==> config.mk <==
export PLATFORM = sky130hd
export DESIGN_NAME = decode_stage_q
export DESIGN_NICKNAME = d
export VERILOG_FILES = /design/src/rtl/leg_dec_pkg.sv /design/src/rtl/dec_inst_fifo.sv /design/src/rtl/decode_stage_q.sv
export SDC_FILE = /design/constraint.sdc
export NUM_CORES = 1
export LEC_CHECK = 0
export ABC_AREA = 0
export BUFFER_PORTS_ARGS = -buffer_cell sky130_fd_sc_hd__clkbuf_2
export CORE_MARGIN = 4
export CORE_UTILIZATION = 30
export DETAILED_ROUTE_END_ITERATION = 8
export GPL_TIMING_DRIVEN = 0
export PLACE_DENSITY = 0.53
export SLEW_MARGIN = 20
export SYNTH_ARGS = -nofsm -noshare
export SYNTH_HDL_FRONTEND = slang
export SYNTH_SLANG_ARGS = --single-unit
==> constraint.sdc <==
create_clock -name clk -period 4.25 [get_ports clk]
set_input_delay 0.6375 -clock clk [delete_from_list [all_inputs] [get_ports clk]]
set_output_delay 0.6375 -clock clk [all_outputs]
set_load 0.05 [all_outputs]
==> src/rtl/leg_dec_pkg.sv <==
// Shared LEGv8 decode definitions: opcode patterns, ALU op codes, control-bit
// positions and the combinational instruction decoder used by decode_stage_q.
package leg_dec_pkg;

    localparam int DEC_IMM_W = 64;

    localparam logic [5:0]  OP_B     = 6'b000101;
    localparam logic [5:0]  OP_BL    = 6'b100101;
    localparam logic [7:0]  OP_CBZ   = 8'b10110100;
    localparam logic [7:0]  OP_CBNZ  = 8'b10110101;
    localparam logic [10:0] OP_LDUR  = 11'b11111000010;
    localparam logic [10:0] OP_STUR  = 11'b11111000000;
    localparam logic [10:0] OP_ADD   = 11'b10001011000;
    localparam logic [10:0] OP_SUB   = 11'b11001011000;
    localparam logic [10:0] OP_AND   = 11'b10001010000;
    localparam logic [10:0] OP_ORR   = 11'b10101010000;
    localparam logic [9:0]  OP_ADDI  = 10'b1001000100;
    localparam logic [9:0]  OP_SUBI  = 10'b1101000100;
    localparam logic [8:0]  OP_MOVK  = 9'b111100101;

    localparam logic [1:0]  ALU_OP_MEM   = 2'b00;
    localparam logic [1:0]  ALU_OP_CB    = 2'b01;
    localparam logic [1:0]  ALU_OP_ARITH = 2'b10;

    localparam int CTRL_W        = 9;
    localparam int CTRL_REG2LOC  = 8;
    localparam int CTRL_UNCOND   = 7;
    localparam int CTRL_BRANCH   = 6;
    localparam int CTRL_MEMREAD  = 5;
    localparam int CTRL_MEMTOREG = 4;
    localparam int CTRL_MEMWRITE = 3;
    localparam int CTRL_ALUSRC   = 2;
    localparam int CTRL_REGWRITE = 1;
    localparam int CTRL_ILLEGAL  = 0;

    typedef struct packed {
        logic [4:0]           rs1;
        logic [4:0]           rs2;
        logic [4:0]           rd;
        logic [DEC_IMM_W-1:0] imm;
        logic [CTRL_W-1:0]    ctrl;
        logic [1:0]           alu_op;
    } dec_pkt_t;

    // imm is produced at 64 bits; callers with a narrower datapath truncate it.
    function automatic dec_pkt_t decode(input logic [31:0] inst);
        dec_pkt_t             p;
        logic [DEC_IMM_W-1:0] hw;
        // NOTE: every field gets a default first so no path leaves anything unassigned.
        p  = '0;
        hw = {48'b0, inst[20:5]};
        if (inst[31:26] == OP_B || inst[31:26] == OP_BL) begin
            p.ctrl[CTRL_UNCOND] = 1'b1;
            p.imm               = {{38{inst[25]}}, inst[25:0]};
        end else if (inst[31:24] == OP_CBZ || inst[31:24] == OP_CBNZ) begin
            p.ctrl[CTRL_REG2LOC] = 1'b1;
            p.ctrl[CTRL_BRANCH]  = 1'b1;
            p.alu_op             = ALU_OP_CB;
            p.rs2                = inst[4:0];
            p.imm                = {{45{inst[23]}}, inst[23:5]};
        end else if (inst[31:21] == OP_LDUR) begin
            p.ctrl[CTRL_MEMREAD]  = 1'b1;
            p.ctrl[CTRL_MEMTOREG] = 1'b1;
            p.ctrl[CTRL_ALUSRC]   = 1'b1;
            p.ctrl[CTRL_REGWRITE] = 1'b1;
            p.rs1                 = inst[9:5];
            p.rd                  = inst[4:0];
            p.imm                 = {{55{inst[20]}}, inst[20:12]};
        end else if (inst[31:21] == OP_STUR) begin
            p.ctrl[CTRL_REG2LOC]  = 1'b1;
            p.ctrl[CTRL_MEMWRITE] = 1'b1;
            p.ctrl[CTRL_ALUSRC]   = 1'b1;
            p.rs1                 = inst[9:5];
            p.rs2                 = inst[4:0];
            p.imm                 = {{55{inst[20]}}, inst[20:12]};
        end else if (inst[31:21] == OP_ADD || inst[31:21] == OP_SUB ||
                     inst[31:21] == OP_AND || inst[31:21] == OP_ORR) begin
            p.ctrl[CTRL_REGWRITE] = 1'b1;
            p.alu_op              = ALU_OP_ARITH;
            p.rs1                 = inst[9:5];
            p.rs2                 = inst[20:16];
            p.rd                  = inst[4:0];
        end else if (inst[31:22] == OP_ADDI || inst[31:22] == OP_SUBI) begin
            // Source and destination registers are carried so execute can use them.
            p.ctrl[CTRL_ALUSRC]   = 1'b1;
            p.ctrl[CTRL_REGWRITE] = 1'b1;
            p.alu_op              = ALU_OP_ARITH;
            p.rs1                 = inst[9:5];
            p.rd                  = inst[4:0];
            p.imm                 = {52'b0, inst[21:10]};
        end else if (inst[31:23] == OP_MOVK) begin
            p.ctrl[CTRL_MEMTOREG] = 1'b1;
            p.ctrl[CTRL_REGWRITE] = 1'b1;
            p.rs1                 = inst[4:0];
            p.rd                  = inst[4:0];
            p.imm                 = hw << {inst[22:21], 4'b0000};
        end else begin
            p.ctrl[CTRL_ILLEGAL] = 1'b1;
        end
        return p;
    endfunction

endpackage

==> src/rtl/dec_inst_fifo.sv <==
// Instruction/PC queue for the decode stage: DEPTH entries, occupancy count,
// synchronous flush. Full/empty are derived from the count, pointers wrap naturally.
module dec_inst_fifo #(
    parameter int XLEN  = 64,
    parameter int DEPTH = 4,
    localparam int AW   = $clog2(DEPTH),
    localparam int LW   = AW + 1
) (
    input  logic            clk,
    input  logic            rst_n,
    input  logic            flush,
    input  logic            wr_en,
    input  logic [31:0]     wr_inst,
    input  logic [XLEN-1:0] wr_pc,
    input  logic            rd_en,
    output logic [31:0]     rd_inst,
    output logic [XLEN-1:0] rd_pc,
    output logic [LW-1:0]   level,
    output logic            full
);

    logic [31:0]     inst_mem [DEPTH];
    logic [XLEN-1:0] pc_mem   [DEPTH];
    logic [AW-1:0]   wptr;
    logic [AW-1:0]   rptr;
    logic            push;
    logic            pop;

    // A full queue refuses a push even when the head pops on the same edge.
    assign full    = (level == LW'(DEPTH));
    assign push    = wr_en && !full && !flush;
    assign pop     = rd_en && (level != '0) && !flush;
    assign rd_inst = inst_mem[rptr];
    assign rd_pc   = pc_mem[rptr];

    // NOTE: storage is deliberately not reset; only pointers and count carry meaning.
    always_ff @(posedge clk) begin
        if (push) begin
            inst_mem[wptr] <= wr_inst;
            pc_mem[wptr]   <= wr_pc;
        end
    end

    // NOTE: sequential state uses non-blocking assignments so all updates see pre-edge values.
    always_ff @(posedge clk or negedge rst_n) begin
        if (!rst_n) begin
            wptr  <= '0;
            rptr  <= '0;
            level <= '0;
        end else if (flush) begin
            wptr  <= '0;
            rptr  <= '0;
            level <= '0;
        end else begin
            if (push) wptr <= wptr + AW'(1);
            if (pop)  rptr <= rptr + AW'(1);
            case ({push, pop})
                2'b10:   level <= level + LW'(1);
                2'b01:   level <= level - LW'(1);
                default: level <= level;
            endcase
        end
    end

endmodule

==> src/rtl/decode_stage_q.sv <==
// Queued LEGv8 decode stage: FIFO of fetched words, decode of the head, registered packet out.
// Optional: DEC_ILLEGAL_TRAP_EN stalls the stream after an illegal packet is accepted, until flush.
module decode_stage_q
    import leg_dec_pkg::*;
#(
    parameter int XLEN  = 64,
    parameter int DEPTH = 4,
    localparam int LW   = $clog2(DEPTH) + 1
) (
    input  logic            clk,
    input  logic            rst_n,
    input  logic            flush,
    input  logic            in_valid,
    output logic            in_ready,
    input  logic [31:0]     in_inst,
    input  logic [XLEN-1:0] in_pc,
    output logic            out_valid,
    input  logic            out_ready,
    output logic [XLEN-1:0] out_pc,
    output logic [4:0]      rs1,
    output logic [4:0]      rs2,
    output logic [4:0]      rd,
    output logic [XLEN-1:0] imm,
    output logic [8:0]      ctrl,
    output logic [1:0]      alu_op,
    output logic [LW-1:0]   level
);

    logic            full;
    logic [31:0]     head_inst;
    logic [XLEN-1:0] head_pc;
    dec_pkt_t        head_dec;
    logic            stall;
    logic            load;

    dec_inst_fifo #(
        .XLEN  (XLEN),
        .DEPTH (DEPTH)
    ) u_fifo (
        .clk     (clk),
        .rst_n   (rst_n),
        .flush   (flush),
        .wr_en   (in_valid),
        .wr_inst (in_inst),
        .wr_pc   (in_pc),
        .rd_en   (load),
        .rd_inst (head_inst),
        .rd_pc   (head_pc),
        .level   (level),
        .full    (full)
    );

    assign in_ready = !full;
    assign head_dec = decode(head_inst);

`ifdef DEC_ILLEGAL_TRAP_EN
    logic trapped;

    always_ff @(posedge clk or negedge rst_n) begin
        if (!rst_n) begin
            trapped <= 1'b0;
        end else if (flush) begin
            trapped <= 1'b0;
        end else if (out_valid && out_ready && ctrl[CTRL_ILLEGAL]) begin
            trapped <= 1'b1;
        end
    end

    // Also blocks the load on the very edge the illegal packet is taken.
    assign stall = trapped || (out_valid && ctrl[CTRL_ILLEGAL]);
`else
    assign stall = 1'b0;
`endif

    assign load = (level != '0) && (!out_valid || out_ready) && !stall && !flush;

    always_ff @(posedge clk or negedge rst_n) begin
        if (!rst_n) begin
            out_valid <= 1'b0;
            out_pc    <= '0;
            rs1       <= '0;
            rs2       <= '0;
            rd        <= '0;
            imm       <= '0;
            ctrl      <= '0;
            alu_op    <= '0;
        end else if (flush) begin
            out_valid <= 1'b0;
        end else if (load) begin
            out_valid <= 1'b1;
            out_pc    <= head_pc;
            rs1       <= head_dec.rs1;
            rs2       <= head_dec.rs2;
            rd        <= head_dec.rd;
            imm       <= head_dec.imm[XLEN-1:0];
            ctrl      <= head_dec.ctrl;
            alu_op    <= head_dec.alu_op;
        end else if (out_ready) begin
            out_valid <= 1'b0;
        end
    end

endmodule

======== After elaboration in Yosys (flattened, before gate mapping) ========
Memory sizes are Yosys's and may differ from the RTL's. A register that Yosys moved wholly into a read port is not among the register bits.
Index checks and enable logic that the tools add are counted.
word-level totals
  bits in registers ....................... 98
  memory bits (writable) .................. 384
  input port bits ......................... 101
  word-level logic and storage cells ...... 115
  memories ................................ 2
cells by class
  add/sub/neg operators ................... 4
  eq/ne operators ......................... 16
  shift-type cells ........................ 1
  multiplexer cells ....................... 58
  bitwise gates (word level) .............. 1
  reductions and logical operators ........ 23
memory list
  name             depth  bits a word  rd ports  clocked after Yosys merged registers in  wr ports  RTL line             text
  u_fifo.pc_mem    4      64           1         1                                        1         dec_inst_fifo.sv:23  logic [XLEN-1:0] pc_mem [DEPTH];
  u_fifo.inst_mem  4      32           1         0                                        1         dec_inst_fifo.sv:22  logic [31:0] inst_mem [DEPTH];
operator list
  cell                                                              number
  69-bit 2-to-1 mux                                                 3
  64-bit 2-to-1 mux                                                 3
  11-bit == test (second input constant)                            6
  65-bit 2-to-1 mux                                                 1
  16-bit by 6-bit left shift with 64-bit output                     1
  5-bit 2-to-1 mux                                                  11
  1-bit 2-to-1 mux                                                  24
  10-bit == test (second input constant)                            2
  8-bit == test (second input constant)                             2
  2-bit 2-to-1 mux                                                  8
  15-bit 2-to-1 mux                                                 1
  10-bit 2-to-1 mux                                                 1
  9-bit == test (second input constant)                             1
  9-bit 2-to-1 mux                                                  1
  3-bit nonzero test                                                3
  1-bit logical OR                                                  7
  6-bit by 3-bit == test with 1-bit output (second input constant)  1
  6-bit == test (second input constant)                             1
  1-bit logical AND                                                 6
  3-bit 2-to-1 mux                                                  2
  6-bit 2-to-1 mux                                                  1
  3-bit one-hot mux with 2 select lines                             1
  2-bit by 1-bit adder with 2-bit output (second input constant)    2
  1-bit zero test                                                   4
  other kinds (9)                                                   10

======== Logic depth before layout (Yosys ltp) ========
An unclocked memory read counts as a cell.
  word-level depth ........................ 10
  depth in mapped cells ................... 12
  gate-level depth less buffers ........... 9

======== Cells and area by module ========
From an unflattened synthesis, not the netlist that was laid out.
unflattened totals
  cells, all modules ...................... 1242
  area total of the unflattened synthesis .. 21030.2 µm²
modules (own cells, without submodules)
  module          times used  cells each  area an instance (µm²)  sequential area each (µm²)
  dec_inst_fifo   1           564         14388.8                 11706.2
  decode_stage_q  1           678         6641.4                  3853.7

======== Worst setup path after synthesis ========
No wires, ideal clock.
  path type ............................... register -> register
  start ................................... reg u_fifo.level[0]
  end ..................................... mem u_fifo.inst_mem[0][0], enable pin
  setup time .............................. 0.466 ns
  arrival time ............................ 3.759 ns
  setup slack ............................. 0.025 ns
  cell stages (with the launch flop) ...... 5
  buffers on the path ..................... 0
  period minus slack after synthesis ...... 4.225 ns
  cell sequence ........................... dfrtp_1 > or3b_2 > nand2_1 > nor2_1 > and2_1
between the ends
  longest elaborated chain between the ends .. 6
ends and longest elaborated chain
  item                                    RTL line              text
  from (decl)                             dec_inst_fifo.sv:18   output logic [LW-1:0] level,
  from (signal assigned)                  dec_inst_fifo.sv:58   2'b10: level <= level + LW'(1);
  from (signal assigned)                  dec_inst_fifo.sv:59   2'b01: level <= level - LW'(1);
  from (signal assigned)                  dec_inst_fifo.sv:60   default: level <= level;
  3-bit == test                           dec_inst_fifo.sv:30   assign full = (level == LW'(DEPTH));
  1-bit zero test                         --
  net in_ready                            decode_stage_q.sv:14  output logic in_ready,
  1-bit logical AND (2 in a row)          dec_inst_fifo.sv:31   assign push = wr_en && !full && !flush;
  1-bit 2-to-1 mux                        dec_inst_fifo.sv:38   if (push) begin
  1-bit 2-to-1 mux (implied by the code)  dec_inst_fifo.sv:39   inst_mem[wptr] <= wr_inst;
  to (decl)                               dec_inst_fifo.sv:22
The timed path passes the listed nets, and every way through them passes these cells.

======== Final worst setup path ========
  start ................................... reg u_fifo.level[0]
  end ..................................... reg u_fifo.level[2]
between the ends
  longest elaborated chain between the ends .. 8
  elaborated cells on any way between the ends .. 16
ends and longest elaborated chain
  item                                                                       RTL line                                   text
  3-bit nonzero test                                                         dec_inst_fifo.sv:32, decode_stage_q.sv:75
  1-bit logical AND (2 in a row)                                             decode_stage_q.sv:75                       assign load = (level != '0) && (!out_valid || out_ready) && !stall && !flush;
  1-bit logical AND (2 in a row)                                             dec_inst_fifo.sv:32                        assign pop = rd_en && (level != '0) && !flush;
  2-bit by 1-bit == test with 1-bit output or 2-bit == test (tied branches)  dec_inst_fifo.sv:57                        case ({push, pop})
  3-bit one-hot mux with 2 select lines                                      dec_inst_fifo.sv:57
  3-bit 2-to-1 mux                                                           dec_inst_fifo.sv:50                        end else if (flush) begin
Several ways; a longest one is shown, not always the timed one.
A chain may end at the register's enable or synchronous reset.

==> results.yml <==
synth:
  synthDistinctLibCells: 61
  ys_ff_latch: 545
  synth_edf_count: 384
  syn_avg_cell_area_um2: 17.2
  ys.flop_type: "edfxtp_1"
  syn_nets: 1313
  synth_area_um2: 20800
  syn_inst: 1207
  yosysWarningCount: 0
  seq_area_frac_synth_pct: 75.0
  async_flop_share_pct: 29.5
detailed_routing:
  drt-pass1-iter-count: 6
  postRouteAntennaNets: 0
  drtIter0Drc: 796
  vias: 12100
  wl_per_cell_um: 21.9
  vias_per_cell: 4.79
  drt-total-wl_mm: 55.3
  drc: 0
clock_tree:
  cts_buffers: 59
  tritoncts: "done"
  cts_setup_buffers: 0
  clock_latency_ns: 0.61
  cts.clk_slew.worst_paths_ns: 0.06
  htree_levels: 2
  clockRootBuffer: "clkbuf_16"
  cts_max_path_buffers: 3
  cts_sinks: 545
timing:
  slew_viol_final: 0
  finalCritPeriodShare_pct: 93.3
  relSlewSlack_pct: 31.4
  rsz0062_at_grt: "no"
  skew_ns: 0.0249
  finalSetupViolCount: 0
  tightest_slew_ns: 1.03
  fin_crit_ns: 3.97
  max_clock_freq_ghz: 0.252
  hold_viol: 0
power_and_ir_drop:
  ir_drop_mv: 0.537
  p_int_mw: 11.4
  power_switching_mw: 6.73
  sw_frac_of_total_pct: 37.2
  seq_power_share_pct: 38.2
  power_frac_clock_pct: 29.7
  powerDensity_nw_per_um2: 707
  power_frac_comb_pct: 32.0
  power_mw: 18.1
  p_leak_nw: 9.79
worst_hold_path:
  hold_start: "in_inst[10]"
  holdPathStages: 1
  worstHoldPathType: "in -> reg"
  holdPathEnd: "u_fifo.inst_mem[2][10]"
worst_setup_path:
  crit_path_end_kind: "flip-flop"
  crit_required_ns: 4.72
  worstReg2RegStart: "u_fifo.level[0]"
  worst-setup-path-type: "reg -> reg"
  reg2reg_setup_slack_ns: 0.28
  arrival_ns: 4.43
  r2r-end: "u_fifo.level[2]"
  crit_fanout: 10
  rr_worst_depth: 12
  cp-start-kind: "flip-flop"
global_routing:
  antenna_found_initial: 9
  grt_pass1_vias: 12700
  grt_use_total_pct: 14.9
  grt_overflow_total: 0
  grt_pass1_wl_mm: 83.4
  grt_max_degree: 78
placement:
  io_buffer_count: 259
  placedInstanceArea_um2: 23500
  dp_hpwl_mm: 37.6
  place_congestion: 0.877
floorplanning:
  initial_core_util_pct: 30.3
  dieArea_um2: 73500
  die_w_um: 271
  die_h_um: 271
  io_pins: 260
  core_area_um2: 68600
  rows: 96
layout:
  nets: 1644
  final_area_um2: 25600
  utilization_pct: 37.3
  fillers: 6513
  drive_gt1_share_pct: 31.2
  syn2layout_area_growth_pct: 23.3
job:
  maxCapViolations: 0
run_status:
  status: "finished clean"
==> registers in the layout, indices dropped and copies added (netlist names) <==
| signal | count |
|---|---|
| ctrl | 9 |
| rs2 | 5 |
| imm | 64 |
| rs1 | 5 |
| u_fifo.pc_mem | 256 |
| out_valid | 1 |
| u_fifo.level | 3 |
| u_fifo.inst_mem | 128 |
| out_pc | 64 |
| rd | 5 |
| u_fifo.rptr | 2 |
| alu_op | 1 |
| u_fifo.wptr | 2 |
==> layout by cell type (no fill, tap or decap), drive strengths merged, types with 8 or more instances in the layout <==
| cell type | n |
|---|---|
| a22o | 8 |
| nand2 | 232 |
| buf | 42 |
| clkbuf | 375 |
| dfrtp | 161 |
| a221o | 39 |
| a22oi | 14 |
| o21ai | 21 |
| inv | 13 |
| a21oi | 23 |
| nor2 | 47 |
| edfxtp | 384 |
| clkinv | 15 |
| mux4 | 96 |
| bufinv | 10 |
==> cell usage after synthesis (all sizes together), types with 2 or more instances <==
library cell,number,share of area (%)
o21ai,21,0.51
a32o,2,0.096
a22o,8,0.34
mux2i,3,0.14
ha,4,0.24
mux4,96,10
nor3,7,0.19
nand2,232,4.2
nand3b,2,0.072
a31oi,7,0.21
a21oi,23,0.55
a32oi,3,0.13
dfrtp,161,19
clkbuf,36,0.65
xor2,4,0.17
nand4,2,0.060
a21o,2,0.072
nand2b,2,0.060
a221o,39,1.9
o22ai,5,0.15
and2,7,0.21
inv,10,0.18
a221oi,7,0.30
buf,33,0.84
nor2,47,0.85
and4b,2,0.096
nand3,6,0.14
or3,4,0.12
nor2b,3,0.090
a22oi,14,0.51
a222oi,2,0.096
nor4b,2,0.14
and3,6,0.18
edfxtp,384,56
xnor2,2,0.084
==> through the flow <==
| stage | hold slack [ns] | TNS (ns) | std cells | setup WS, ns |
|---|---|---|---|---|
| final | 0.239 | 0 | 2522 | 0.284 |
| after global routing | 0.191 | 0 | 2519 | 0.0128 |
| after CTS | 0.176 | 0 | 2519 | 0.167 |
| after detailed placement | 0.461 | -0.358 | 2407 | -0.0601 |
| after global placement | 0.460 | -869.19 | 2397 | -1.88 |
| after floorplan | 0.342 | 0 | 1207 | 0.0250 |
==> repair_timing <==
item,4_1_cts,5_1_grt
setup endpoints to repair,10,1
hold buffers,1,0
gates resized for setup,2,2
hold endpoints to repair,41,0
gates cloned,0,0
==> power groups by stage <==
stage	logic [mW]	registers [mW]	clock network [mW]
finish	5.80	6.92	5.38
detailed placement	5.89	7.02	0
global placement	5.80	7.04	0
global route	6.21	7.00	5.80
floorplan	2.19	8.86	0
CTS	5.91	6.92	5.57
==> kinds of logic after synthesis <==
group	share of synthesized area, %
AOI/OAI and AO/OA	5.37
xor gates and xnor gates	0.253
adders and majority gates	0.338
buffers and inverters	1.67
DFF	75.0
muxes	10.7
and+or+nand+nor	6.76
==> how the worst max path moves through the flow <==
| stage | slack (ns) | from | to |
|---|---|---|---|
| after floorplan | 0.02 | u_fifo.level[0] | u_fifo.inst_mem[0][0] |
| after global placement | -1.88 | flush | u_fifo.pc_mem[2][2] |
| after detailed placement | -0.06 | out_ready | alu_op[1] |
| after CTS | 0.17 | u_fifo.level[0] | alu_op[1] |
| after global routing | 0.01 | u_fifo.level[0] | u_fifo.level[2] |
| final | 0.28 | u_fifo.level[0] | u_fifo.level[2] |
==> worst max-delay path, cell delays in order, from the launching register on <==
cell and delay [ns]:
dfrtp_1 0.45, nor3_1 0.25, a21oi_1 0.19, nand2b_1 0.13, clkbuf_1 0.38, clkbuf_1 0.82, clkbuf_1 0.58, a21oi_1 0.11
fa_1 0.40, nand3b_1 0.16, a21boi_0 0.16, xor2_1 0.14, nor2_1 0.05
==> layout make-up <==
type,instances,area (µm²),area share (%)
inverters,10,37.5,0.147
flip-flops and latches,545,15600,60.8
well taps,931,1160,4.55
diodes,3,7.51,0.0293
multi-input cells,583,4860,19.0
clock buffers,81,1630,6.37
repair buffers,270,1580,6.16
plain buffers,69,323,1.26
clock inverters,30,433,1.69
==> per-layer routing <==
layer	wire length (µm)	global-route usage (%)	share of wire, %	vias up
met5	79	0	0.14	-
met4	1120	3.73	2.0	12
met3	4450	4.83	8.0	96
met2	27100	25.0	49	384
met1	22600	18.9	41	6234
li1	-	-	-	5343
Power figures use the tool's default switching activity.
